## src/rtl/smoldvi_link_ctrl.sv

```systemverilog
`default_nettype none
// ============================================================================
// smoldvi_link_ctrl : DVI raster timing plus link bring-up/teardown sequencing
// Revision 1.0 - initial release
// ============================================================================
module smoldvi_link_ctrl #(
  parameter int H_ACTIVE      = 640,
  parameter int H_FP          = 16,
  parameter int H_SYNC        = 96,
  parameter int H_BP          = 48,
  parameter int V_ACTIVE      = 480,
  parameter int V_FP          = 10,
  parameter int V_SYNC        = 2,
  parameter int V_BP          = 33,
  parameter bit H_SYNC_POL    = 1'b0,
  parameter bit V_SYNC_POL    = 1'b0,
  parameter int WARMUP_FRAMES = 2,
  parameter int W_CNT         = 12
) (
  input  logic             clk_pix,
  input  logic             rst_pix,
  input  logic             en,
  input  logic             phy_ready,
  output logic             hsync,
  output logic             vsync,
  output logic             den,
  output logic [W_CNT-1:0] x,
  output logic [W_CNT-1:0] y,
  output logic             frame_start,
  output logic             line_start,
  output logic             link_up,
  output logic [1:0]       state
);

  localparam int H_TOTAL = H_ACTIVE + H_FP + H_SYNC + H_BP;
  localparam int V_TOTAL = V_ACTIVE + V_FP + V_SYNC + V_BP;

  localparam logic [W_CNT-1:0] H_LAST   = W_CNT'(H_TOTAL - 1);
  localparam logic [W_CNT-1:0] V_LAST   = W_CNT'(V_TOTAL - 1);
  localparam logic [W_CNT-1:0] H_ACT    = W_CNT'(H_ACTIVE);
  localparam logic [W_CNT-1:0] V_ACT    = W_CNT'(V_ACTIVE);
  localparam logic [W_CNT-1:0] H_SYNC_S = W_CNT'(H_ACTIVE + H_FP);
  localparam logic [W_CNT-1:0] H_SYNC_E = W_CNT'(H_ACTIVE + H_FP + H_SYNC);
  localparam logic [W_CNT-1:0] V_SYNC_S = W_CNT'(V_ACTIVE + V_FP);
  localparam logic [W_CNT-1:0] V_SYNC_E = W_CNT'(V_ACTIVE + V_FP + V_SYNC);

  // Warmup counter holds completed-frame index 0..WARMUP_FRAMES-1
  localparam int              W_WU    = (WARMUP_FRAMES > 1) ? $clog2(WARMUP_FRAMES) : 1;
  localparam logic [W_WU-1:0] WU_LAST = W_WU'((WARMUP_FRAMES > 0) ? WARMUP_FRAMES - 1 : 0);

  typedef enum logic [1:0] {
    ST_IDLE   = 2'd0,
    ST_WARMUP = 2'd1,
    ST_RUN    = 2'd2,
    ST_DRAIN  = 2'd3
  } state_e;

  state_e           state_q, state_d;
  logic [W_CNT-1:0] h_q, h_d;
  logic [W_CNT-1:0] v_q, v_d;
  logic [W_WU-1:0]  wcnt_q, wcnt_d;

  logic w_h_last;
  logic w_frame_end;
  logic w_active;
  logic w_hs_win;
  logic w_vs_win;

  assign w_h_last    = (h_q == H_LAST);
  assign w_frame_end = w_h_last && (v_q == V_LAST);

  always_ff @(posedge clk_pix) begin
    if (rst_pix) begin
      state_q <= ST_IDLE;
      h_q     <= '0;
      v_q     <= '0;
      wcnt_q  <= '0;
    end else begin
      state_q <= state_d;
      h_q     <= h_d;
      v_q     <= v_d;
      wcnt_q  <= wcnt_d;
    end
  end

  always_comb begin
    state_d = state_q;
    h_d     = h_q;
    v_d     = v_q;
    wcnt_d  = wcnt_q;

    if (state_q != ST_IDLE) begin
      if (w_h_last) begin
        h_d = '0;
        v_d = (v_q == V_LAST) ? '0 : v_q + 1'b1;
      end else begin
        h_d = h_q + 1'b1;
      end
    end

    case (state_q)
      ST_IDLE: begin
        if (en && phy_ready) state_d = (WARMUP_FRAMES == 0) ? ST_RUN : ST_WARMUP;
      end
      ST_WARMUP: begin
        if (w_frame_end) begin
          if (!en)                    state_d = ST_IDLE;
          else if (wcnt_q == WU_LAST) state_d = ST_RUN;
          else                        wcnt_d  = wcnt_q + 1'b1;
        end
      end
      ST_RUN: begin
        if (!en) state_d = ST_DRAIN;
      end
      ST_DRAIN: begin
        if (en)               state_d = ST_RUN;
        else if (w_frame_end) state_d = ST_IDLE;
      end
      default: state_d = ST_IDLE;
    endcase

    // Losing the serialiser drops the link immediately, wherever the raster is
    if ((state_q != ST_IDLE) && !phy_ready) begin
      state_d = ST_IDLE;
      h_d     = '0;
      v_d     = '0;
    end

    if (state_d == ST_IDLE) wcnt_d = '0;
  end

  assign w_active = (state_q != ST_IDLE);
  assign w_hs_win = (h_q >= H_SYNC_S) && (h_q < H_SYNC_E);
  assign w_vs_win = (v_q >= V_SYNC_S) && (v_q < V_SYNC_E);

  assign hsync       = (w_active && w_hs_win) ? H_SYNC_POL : ~H_SYNC_POL;
  assign vsync       = (w_active && w_vs_win) ? V_SYNC_POL : ~V_SYNC_POL;
  assign link_up     = (state_q == ST_RUN) || (state_q == ST_DRAIN);
  assign den         = (h_q < H_ACT) && (v_q < V_ACT) && link_up;
  assign x           = h_q;
  assign y           = v_q;
  assign line_start  = (h_q == '0) && w_active;
  assign frame_start = (h_q == '0) && (v_q == '0) && w_active;
  assign state       = state_q;

endmodule
`default_nettype wire

```

## config.mk

```make
export PLATFORM = sky130hd
export DESIGN_NAME = smoldvi_link_ctrl
export DESIGN_NICKNAME = d
export VERILOG_FILES = /design/src/rtl/smoldvi_link_ctrl.sv
export SDC_FILE = /design/constraint.sdc
export NUM_CORES = 1
export LEC_CHECK = 0
export CORE_MARGIN = 3
export CORE_UTILIZATION = 53
export CTS_CLUSTER_DIAMETER = 150
export CTS_CLUSTER_SIZE = 8
export DETAILED_ROUTE_END_ITERATION = 10
export GPL_TIMING_DRIVEN = 0
export PLACE_DENSITY = 0.84
export SYNTH_ARGS = -nofsm -noshare
export SYNTH_HDL_FRONTEND = slang
export SYNTH_SLANG_ARGS = --single-unit
```

## constraint.sdc

```tcl
create_clock -name clk_pix -period 6 [get_ports clk_pix]
set_clock_uncertainty 0.15 [all_clocks]
set_input_delay 1.2 -clock clk_pix [delete_from_list [all_inputs] [get_ports clk_pix]]
set_output_delay 1.2 -clock clk_pix [all_outputs]
set_load 0.005 [all_outputs]
```

# Yosys cells after proc, flatten, opt, wreduce, memory -nomap -nowiden
# Cells that the tools add are included.
[totals]
ff_bits = 27
in_bits = 4
out_inout_bits = 32
word_cells = 55
[classes]
n_addsub = 3
order_cmp = 6
eq_ne = 5
n_mux = 14
reduce_logical = 23
[op_table]
columns = ["op", "count"]
rows = [
  ["adder 12 x 1 -> 12 bit (second input constant)", 2],
  ["equality test 12 x 10 -> 1 bit (second input constant)", 2],
  ["logical NOT 12 bit", 2],
  ["less-than comparator 12 x 10 -> 1 bit (second input constant)", 2],
  ["less-than comparator 12 x 9 -> 1 bit (second input constant)", 2],
  ["two-way mux 12 bit", 2],
  ["two-way mux 2 bit", 8],
  ["greater-or-equal comparator 12 x 10 -> 1 bit (second input constant)", 1],
  ["greater-or-equal comparator 12 x 9 -> 1 bit (second input constant)", 1],
  ["logical AND 1 bit", 12],
  ["case mux 2 bit (4 select lines)", 1],
  ["equality test 2 bit (second input constant)", 2],
  ["logical NOT 2 bit", 2],
  ["OR reduction 2 bit", 2],
  ["two-way mux 1 bit", 3],
  ["AND reduction 3 bit", 1],
  ["equality test 2 x 1 -> 1 bit (second input constant)", 1],
  ["AND reduction 2 bit", 1],
  ["nonzero test 2 bit", 1],
  ["adder 1 bit (second input constant)", 1],
  ["logical NOT 1 bit", 1],
  ["logical OR 1 bit", 1],
]

# Logic depth before layout (Yosys ltp)
# Gate-level depths: netlist of run 1.
[logic_depth]
word_depth = 8
depth_mapped = 7
depth_no_buf = 6

# Worst setup path after synthesis of run 1
# Ideal clock, no wire load.
[synth_timing]
path_type = "flip-flop to output port"
from = "register h_q[6] (netlist: x[6])"
to = "output port frame_start"
arrival_ns = 1.402
required_ns = 4.650
path_slack_ns = 3.248
path_stages_with_launch = 5
path_buffers = 0
cell_sequence = "dfxtp_1 -> or4_4 -> nor2_1 -> and4_1 -> nor3b_1"
[synth_via]
elab_chain_cells = 3
[synth_rtl]
columns = ["item", "line_no", "rtl"]
rows = [
  ["start, declared", "59", "logic [W_CNT-1:0] h_q, h_d;"],
  ["start signal, assigned", "75", "h_q <= '0;"],
  ["start signal, assigned", "80", "h_q <= h_d;"],
  ["logical NOT 12 bit", "143", "assign frame_start = (h_q == '0) && (v_q == '0) && w_active;"],
  ["logical AND 1 bit (2 in series)", "143", ""],
  ["end, declared", "29", "output logic frame_start,"],
]
# Every way passes these cells.

# Worst setup path in the final report of run 1
[layout_timing]
from = "register state_q[1] (netlist: state[1])"
to = "output port frame_start"
[layout_via]
elab_chain_cells = 2
[layout_rtl]
columns = ["item", "line_no", "rtl"]
rows = [
  ["start, declared", "58", "state_e state_q, state_d;"],
  ["start signal, assigned", "79", "state_q <= state_d;"],
  ["nonzero test 2 bit", "132", "assign w_active = (state_q != ST_IDLE);"],
  ["logical AND 1 bit", "143", ""],
]
# Every way passes these cells.

==> results of run 1 <==
[area by class of cell]
cell class / instances / share of cell area, %
Clock inverter: 1 / 0.255
Multi-Input combinational cell: 144 / 47.4
Timing Repair Buffer: 35 / 17.9
Inverter: 7 / 1.34
Tap cell: 30 / 1.91
Clock buffer: 3 / 1.15
Sequential cell: 27 / 27.6
Buffer: 11 / 2.49
[metal layers]
layer	wire length, µm	vias up	share of wire (%)
li1	-	783	-
met1	1740	764	41
met2	2090	83	50
met3	315	8	7.5
met4	61	0	1.5
met5	0	-	0
[power groups by stage]
stage | Combinational [W] | Sequential [W] | Clock (W)
6_report | 0.0000197 | 0.000181 | 0.0000813
5_1_grt | 0.0000216 | 0.000181 | 0.0000902
4_1_cts | 0.0000196 | 0.000181 | 0.0000823
3_5_place_dp | 0.0000194 | 0.000185 | 0
3_3_place_gp | 0.0000190 | 0.000185 | 0
2_1_floorplan | 0.00000972 | 0.000185 | 0
[stage by stage]
step	util, %	instances	area (µm²)	worst slack (ps)
after global routing	75.1	258	1960	2050
after global placement	74.0	254	1930	2680
final	75.1	258	1960	2230
after detailed placement	74.0	254	1930	2680
after floorplan	-	189	1550	3250
after CTS	75.1	258	1960	2270
[kinds of logic after synthesis]
| kind of cell | after synthesis | synth area share (%) |
|---|---|---|
| compound gates | 37 | 16.8 |
| simple gates | 91 | 33.1 |
| fa+ha+maj | 5 | 4.05 |
| buf+inv | 18 | 4.85 |
| xor+xnor | 11 | 6.23 |
| flops | 27 | 35.0 |
[final timing paths]
kind / end
worst max-delay path: frame_start
worst min register to register: wcnt_q$_SDFFE_PP0P_
worst max register to register: y[9]$_SDFFE_PP0P_
worst min-delay path: wcnt_q$_SDFFE_PP0P_
[tightest hold or removal path, delay by kind of cell, from the launching register on]
| family | cells | cell delay [ps] |
|---|---|---|
| compound gates | 2 | 160 |
| flops | 1 | 360 |
[registers in the layout (all words and copies together) (netlist names)]
register	count
x	12
state	2
wcnt_q	1
y	12
[layout by cell type (no fill, tap or decap), types with 2 or more instances in the layout]
cell and count:
sky130_fd_sc_hd__a221oi_1 10, sky130_fd_sc_hd__or4_4 2, sky130_fd_sc_hd__a31oi_1 2, sky130_fd_sc_hd__inv_1 7, sky130_fd_sc_hd__and2_1 3, sky130_fd_sc_hd__or3_1 7
sky130_fd_sc_hd__dfxtp_1 27, sky130_fd_sc_hd__xor2_1 2, sky130_fd_sc_hd__and4_1 3, sky130_fd_sc_hd__o31ai_1 3, sky130_fd_sc_hd__clkbuf_1 10, sky130_fd_sc_hd__nand4_1 7
sky130_fd_sc_hd__clkbuf_4 3, sky130_fd_sc_hd__o21bai_1 2, sky130_fd_sc_hd__clkdlybuf4s50_1 35, sky130_fd_sc_hd__nor3b_1 3, sky130_fd_sc_hd__xnor2_1 9, sky130_fd_sc_hd__ha_1 5
sky130_fd_sc_hd__nand2b_1 2, sky130_fd_sc_hd__nor2_1 19, sky130_fd_sc_hd__or4_1 4, sky130_fd_sc_hd__nand2_1 13, sky130_fd_sc_hd__nor3_1 5, sky130_fd_sc_hd__a21oi_1 3
sky130_fd_sc_hd__nand3_1 7, sky130_fd_sc_hd__o2111ai_1 2, sky130_fd_sc_hd__nor2b_1 3, sky130_fd_sc_hd__nor4_1 5, sky130_fd_sc_hd__o21ai_0 11, sky130_fd_sc_hd__nand3b_1 2
==> impl.org, run 1 <==
** Timing
- Period Utilization, post-route :: 62.8%
- Tightest slew margin relative to the limit :: between 60% and 70%
- Final number of hold-violating endpoints :: 0
- Setup violations remaining at the end of the flow were counted as 0.
- Hold is met by ~390 ps.
- Total count of max-transition violations in the final report :: 0
- Setup repair after global routing left no endpoint under its margin.
- Post-route minimum period :: 3770 ps
- Derived from the worst setup path, the maximum achievable clock frequency is 265 MHz.
- Worst Max-Slew Pin Slew :: approximately 560 ps
- Setup total negative slack on the finished layout was measured at 0 ps.

** Critical path
- Critical path buffers and inverters :: 2
- Reg-to-reg startpoint :: x[6]$_SDFFE_PP0N_
- Length in cells of the worst reg-to-reg path :: 5
- The critical path starts at state[1]$_SDFF_PP0_.
- Slack of the worst reg-to-reg path :: around 3400 ps
- Critical path depth :: 6
- STA puts the critical path data arrival time at 2420 ps.
- Type of the worst setup path :: flop to output pin
- The worst setup path is launched from a flop.
- Top cell family by delay on the critical path :: simple AND/OR/NAND/NOR gates
- Critical-path cell list :: clkbuf_1 -> nor2_1 -> nor2_1 -> and4_1 -> nor3b_1 -> clkdlybuf4s50_1
- In this design, the stage delay of the slowest critical-path cell is 530 ps.
- Cell repeated most along the worst path :: sky130_fd_sc_hd__nor2_1
- In this run the worst path has a maximum fanout of 10.
- The worst setup path is captured at an output pin.
- The slowest stage of the critical path is the sky130_fd_sc_hd__clkdlybuf4s50_1 cell.
- Required time of the critical path :: 4650 ps

** Layout
- Area taken by multi-input logic gates :: 931 µm²
- Diode count :: 0
- From synthesis to final layout, the design area changed by 26.9%.
- Sequential Area :: 541 µm²
- Fraction of layout instances using a drive strength above 1 :: ~4.4%
- Total Nets Final :: roughly 240
- Layout filler cell count :: 215

** Synthesis
- Of all cell types, the one taking the most synthesized area is sky130_fd_sc_hd__dfxtp_1.
- Largest cells by area after synthesis :: sky130_fd_sc_hd__dfxtp_1, sky130_fd_sc_hd__a221oi_1, sky130_fd_sc_hd__xnor2_1
- Post-Syn Instances :: 189
- The mapped netlist covers roughly 1500 µm².
- Yosys instantiated no cell more often than sky130_fd_sc_hd__dfxtp_1.
- Among all flip-flop cells after synthesis, the most frequent one is sky130_fd_sc_hd__dfxtp_1.
- Yosys reg bits :: 27
- Most frequent cells after synthesis :: sky130_fd_sc_hd__dfxtp_1, sky130_fd_sc_hd__nor2_1, sky130_fd_sc_hd__nand2_1, sky130_fd_sc_hd__o21ai_0
- Average footprint of a synthesized cell :: 8.18 µm²
- Yosys mapped the design onto 39 distinct sky130hd cell types.
- Summed over its instances, the top area cell type makes up between 30% and 40% of the synthesized netlist area.
- Number of enable flip-flop cells after synthesis :: 0
- Async set-reset flop share out of synthesis :: 0%
- The number of nets in the synthesized netlist is 198.
- Sequential element share of the synthesized area :: 35.0%
- Ys Warns :: 0

** Global routing
- For met3 alone, demand over resource in global routing was about 3.9%.
- The number of global-route vias before repair was 1616.
- In the global route stage, met2 resource usage came out at 44.8%.
- Antenna violations before repair :: 0
- Global routing used 31.7% of the available met1 tracks.
- Largest net degree at the start of global routing :: 16
- Global routing used 26.0% of the available tracks across all layers.
- The first global-routing pass estimated around 7.3 mm of wire.
- The total overflow left after global routing is 0.
- In this run the most used layer during global routing was met2.

** Place
- During placement, the flow inserted port buffers numbering 35.
- The congestion estimate from routability-driven global placement came to around 0.95.
- Post-DP HPWL :: 3.08 mm

** Pwr
- In this run, flip-flops and latches consume ~64% of the power.
- Leakage power figure :: 0.610 nW
- The internal portion of the total power is 0.000213 W.
- Net Sw Frac :: roughly a quarter
- Power share of the clock group :: 28.8%
- Total power :: roughly 0.00028 W
- Comb pwr share :: approximately 7%
- Net switching power of the design :: 0.0000688 W
- Dividing total power by cell area gives a power density of 144 nW/µm².
- Worst supply voltage drop on vdd :: 0.136 mV

** Floorplanning
- Area of the core region :: about 2600 µm²
- Count of standard-cell rows :: 18
- Top-level port count :: 36
- Die area :: ~3600 µm²
- The floorplan step set the die width to between 60 and 70 µm.
- For this configuration, the core starts out at a cell density of between 50% and 60%.
- Die Y-Extent :: approximately 60 µm

** Worst hold path
- Min-Delay Startpoint :: wcnt_q$_SDFFE_PP0P_
- The worst hold path passes through 2 cells.
- Path type of the worst min-delay path :: flop to flop

** Drt
- Routed wire length :: ~4.2 mm
- After detailed routing, the number of remaining DRC violations is 0.
- The first detailed-routing pass ran for 5 iterations.
- The routed layout has approximately 1600 vias.
- The detail route stage leaves a number of antenna-violating nets equal to 0.
- After detailed routing, the average wire length per cell comes to 16.3 µm.
- For this block, the initial DRC count from the detailed router was 167.
- Vias per Instance :: 6.35

** Clock network
- After clock tree synthesis, the clock-pin slew on the worst setup and hold paths is 160 ps.
- Post-CTS Setup Inserts :: 0
- TritonCTS clock tree :: built
- The clock net in this run drives a total of 27 sinks.
- The tree is rooted in a sky130_fd_sc_hd__clkbuf_4.
- TritonCTS created 3 clock buffers.
- Hold-fix buffers, CTS :: 0
- Worst skew pair latency :: 340 ps
- The clock passes through at most 2 buffers.
- Once the clock tree was built, the resizer swapped 0 gates to a different size.
- Number of levels the H-tree was split into :: 1

** Job
- Maxcap violations :: 0

** Run status
- The flow ran to the end, and the final reports show no timing, DRC or antenna violations.
(Power assumes the default switching activity.)
==> run 2, diff against run 1 <==
Settings changed: CORE_UTILIZATION 53 to 45, PLACE_DENSITY 0.84 to 0.76.
Clock period 6 ns to 3.15 ns, I/O delays scaled along.
==> run 2 against run 1 <==
Flip-flop and latch count did not move. Clock-buffer cell count increased by 1. Critical path depth stayed put. Combinational power increased by 85%. Via count is 2.7% lower. First-iteration DRC count shrank 22%. Die area is 16% higher. Wire length is 1.5% higher. Highest routed layer unchanged.
==> impl.org, run 2 (synthesized netlist as in run 1, its figures left out) <==
** Clock network
- TritonCTS sink count :: 27 (unchanged)
- The maximum level of the CTS H-tree was 1 (unchanged).
- The setup fix buffers added after clock tree synthesis was 0 (unchanged).
- Buffer type at the clock tree root :: sky130_fd_sc_hd__clkbuf_4
- Worst skew pair latency :: 340 ps (about the same)
- Clock buffer depth :: 2 (unchanged)
- The CTS clock-pin slew for the worst setup and hold paths is 160 ps (about the same).
- Number of clock buffers inserted by TritonCTS :: 3 (unchanged)
- TritonCTS built the clock tree.

** Place
- The post-detailed-placement cell area was 1950 µm² (+0.91%).
- The cell count after placement is 268 (+5.5%).
- Final weighted congestion in routability-driven placement :: 0.944 (-0.13%)
- The placed wire-length estimate was 3.06 mm (-0.45%).
- Quantity of I/O buffers inserted on ports :: 35 (unchanged)

** Critical path
- Category of the worst setup path launch point :: flop
- Top cell family by delay on the critical path :: buffers and inverters
- The highest fanout seen on the critical path came to 9 (-1).
- The critical path buffer and inverter count came to 2 (unchanged).
- The critical path's largest stage delay was 590 ps (+60 ps).
- Among all stages on the critical path, the largest delay is contributed by sky130_fd_sc_hd__clkdlybuf4s50_1.
- Cell repeated most along the worst path :: sky130_fd_sc_hd__nor2_1
- Critical-path cell list :: clkbuf_1 -> nor2_1 -> nor2_1 -> and4_1 -> o311ai_0 -> clkdlybuf4s50_1
- The critical path arrival came to 2210 ps (-210 ps).
- Category of the worst setup path capture point :: output pin
- Required time of the critical path :: 2370 ps (-2280 ps)
- Type of the worst setup path :: flop to output pin

** Drt
- Routed wire length :: 4.27 mm (+1.5%)
- Signal routing reaches up to met4.
- The met2 wire length came to 1.97 mm (-5.7%).
- Number of remaining DRC errors :: 0 (unchanged)
- Initial DRC Count :: 131 (-22%)
- The total number of vias is 1593 (-2.7%).
- DR WL/cell :: 15.7 µm (-3.4%)
- First-pass DRT Iterations :: 4 (-1)
- Total routed wire length on the met1 layer :: 1.88 mm (+8.1%)
- The detailed route wirelength on metal3 came to 372 µm (+18%).
- Residual antenna-violating net count after detailed routing :: 0 (unchanged)
- The detail-routed via count per cell was 5.88 (-7.4%).

** Timing
- Total of endpoints with negative setup slack in the final report :: 0 (unchanged)
- The transition time of the tightest slew-check pin came to 507 ps (-49.4 ps).
- Final number of hold-violating endpoints :: 0 (unchanged)
- Min Hold Slack :: 383 ps (-6.00 ps)
- Setup repair after global routing left no endpoint under its margin.
- Period Utilization, post-route :: 94.8%
- Max Clk Rate :: 335 MHz
- The max-slew headroom at the worst pin came to 66.0% (+3.3 points).
- Final TNS setup :: 0 ps (unchanged)
- Total count of max-transition violations in the final report :: 0 (unchanged)
- Post-route minimum period :: around 3000 ps

** Pwr
- Net Sw Frac :: 24.3% (-0.048 points)
- Flop pwr share :: 64.0% (-0.2 points)
- Worst supply voltage drop on vdd :: 0.125 mV (-8.4%)
- Internal power component :: 0.000408 W (+91%)
- Power share of the clock group :: 29.3% (+0.5 points)
- The switching component of the power is 0.000131 W (+91%).
- Power per Cell Area :: 272 nW/µm² (+89%)
- Comb pwr share :: 6.8% (-0.2 points)
- Leakage power figure :: 0.628 nW (+2.9%)

** Layout
- Post-layout utilization of the core :: 62.9% (-12 points)
- The count of placed standard cells in the final layout, fillers left out is 271 (+5.0%).
- Compared with the post-synthesis result, the final layout area differs by 28.3%.
- The number of antenna repair diodes came to 0 (unchanged).
- The library cell used most frequently in the layout, excluding fill and tap cells, is sky130_fd_sc_hd__clkdlybuf4s50_1.
- Total Nets Final :: 237 (-0.42%)
- Final design area excluding fillers :: 1980 µm² (+1.1%)
- The count of fill cells added during filler insertion is 315 (+47%).
- The share of layout cells above drive strength 1 came to 5.29% (+0.90 points).
- Commonest cells after routing, fill and taps aside :: sky130_fd_sc_hd__clkdlybuf4s50_1, sky130_fd_sc_hd__dfxtp_1, sky130_fd_sc_hd__nor2_1

** Floorplanning
- The cell row count was 20 (+2).
- Die Y-Extent :: 64.6 µm (+7.7%)
- The effective utilization at floorplan came to 49.0% (-10 points).
- The die boundary width was 64.6 µm (+7.7%).
- Area of the core region :: 3150 µm² (+21%)
- The total die area came to 4180 µm² (+16%).
- The count of boundary I/O pins is 36 (unchanged).

** Global routing
- Antenna violations before repair :: 0 (unchanged)
- The number of global-route vias before repair is 1609 (-0.43%).
- First-pass GRT wire length :: 7.42 mm (+2.3%)
- Global router's overall resource usage :: 22.0% (-3.9 points)
- Overflow left after global routing :: 0 (unchanged)
- The largest net degree at the start of global routing was 15 (-1).

** Run status
- The flow ran to the end, and the final reports show no timing, DRC or antenna violations.

** Worst hold path
- Path type of the worst min-delay path :: flop to flop

** Job
- Maxcap violations :: 0 (unchanged)
-- run 2: power groups by stage --
stage                      logic, W  registers (W)  clock network, W
after floorplan           0.0000185       0.000352                 0
after global placement    0.0000357       0.000352                 0
after detailed placement  0.0000365       0.000352                 0
after CTS                 0.0000368       0.000345          0.000157
after global routing      0.0000400       0.000346          0.000171
final                     0.0000364       0.000345          0.000158
-- run 2: final cells by class --
| class | count | area, µm² | share of cell area [%] |
|---|---|---|---|
| Multi-Input combinational cell | 144 | 936 | 47.2 |
| Sequential cell | 27 | 543 | 27.4 |
| Timing Repair Buffer | 35 | 353 | 17.8 |
| Tap cell | 44 | 55.1 | 2.77 |
| Buffer | 10 | 45.0 | 2.27 |
| Clock buffer | 4 | 26.3 | 1.32 |
| Inverter | 7 | 26.3 | 1.32 |
-- run 2: path summary, 6_finish.rpt --
| kind | startpoint | end | slack [ps] | cells after the start |
|---|---|---|---|---|
| setup reg to reg | x[6]$_SDFFE_PP0N_ | y[11]$_SDFFE_PP0P_ | 550 | 4 |
| setup / recovery | state[0]$_SDFF_PP0_ | hsync | 160 | 6 |
| hold / removal | wcnt_q$_SDFFE_PP0P_ | wcnt_q$_SDFFE_PP0P_ | 380 | 2 |
| hold reg to reg | wcnt_q$_SDFFE_PP0P_ | wcnt_q$_SDFFE_PP0P_ | 380 | 2 |
-- run 2: routing by layer --
layer	GRT usage (%)	up-vias
li1	-	779
met1	29.8	726
met2	35.3	81
met3	3.47	7
met4	8.18	0
met5	0	-
-- run 2: what timing repair did --
item	4_1_cts	5_1_grt
hold buffers	0	0
gates resized for setup	1	3
endpoints found under the setup margin	1	2
-- run 2: per-stage QoR --
| stage | total power (W) | worst slack (ps) |
|---|---|---|
| 6_report | 0.000540 | 165 |
| 3_3_place_gp | 0.000388 | 365 |
| 4_1_cts | 0.000539 | 7.59 |
| 3_5_place_dp | 0.000389 | 330 |
| 5_1_grt | 0.000556 | 63.1 |
| 2_1_floorplan | 0.000371 | 730 |
-- run 2: tightest hold or removal path, stage by stage (launching register included) --
cell	delay, ps
sky130_fd_sc_hd__dfxtp_1	360
sky130_fd_sc_hd__o21ai_0	80
sky130_fd_sc_hd__a31oi_1	70
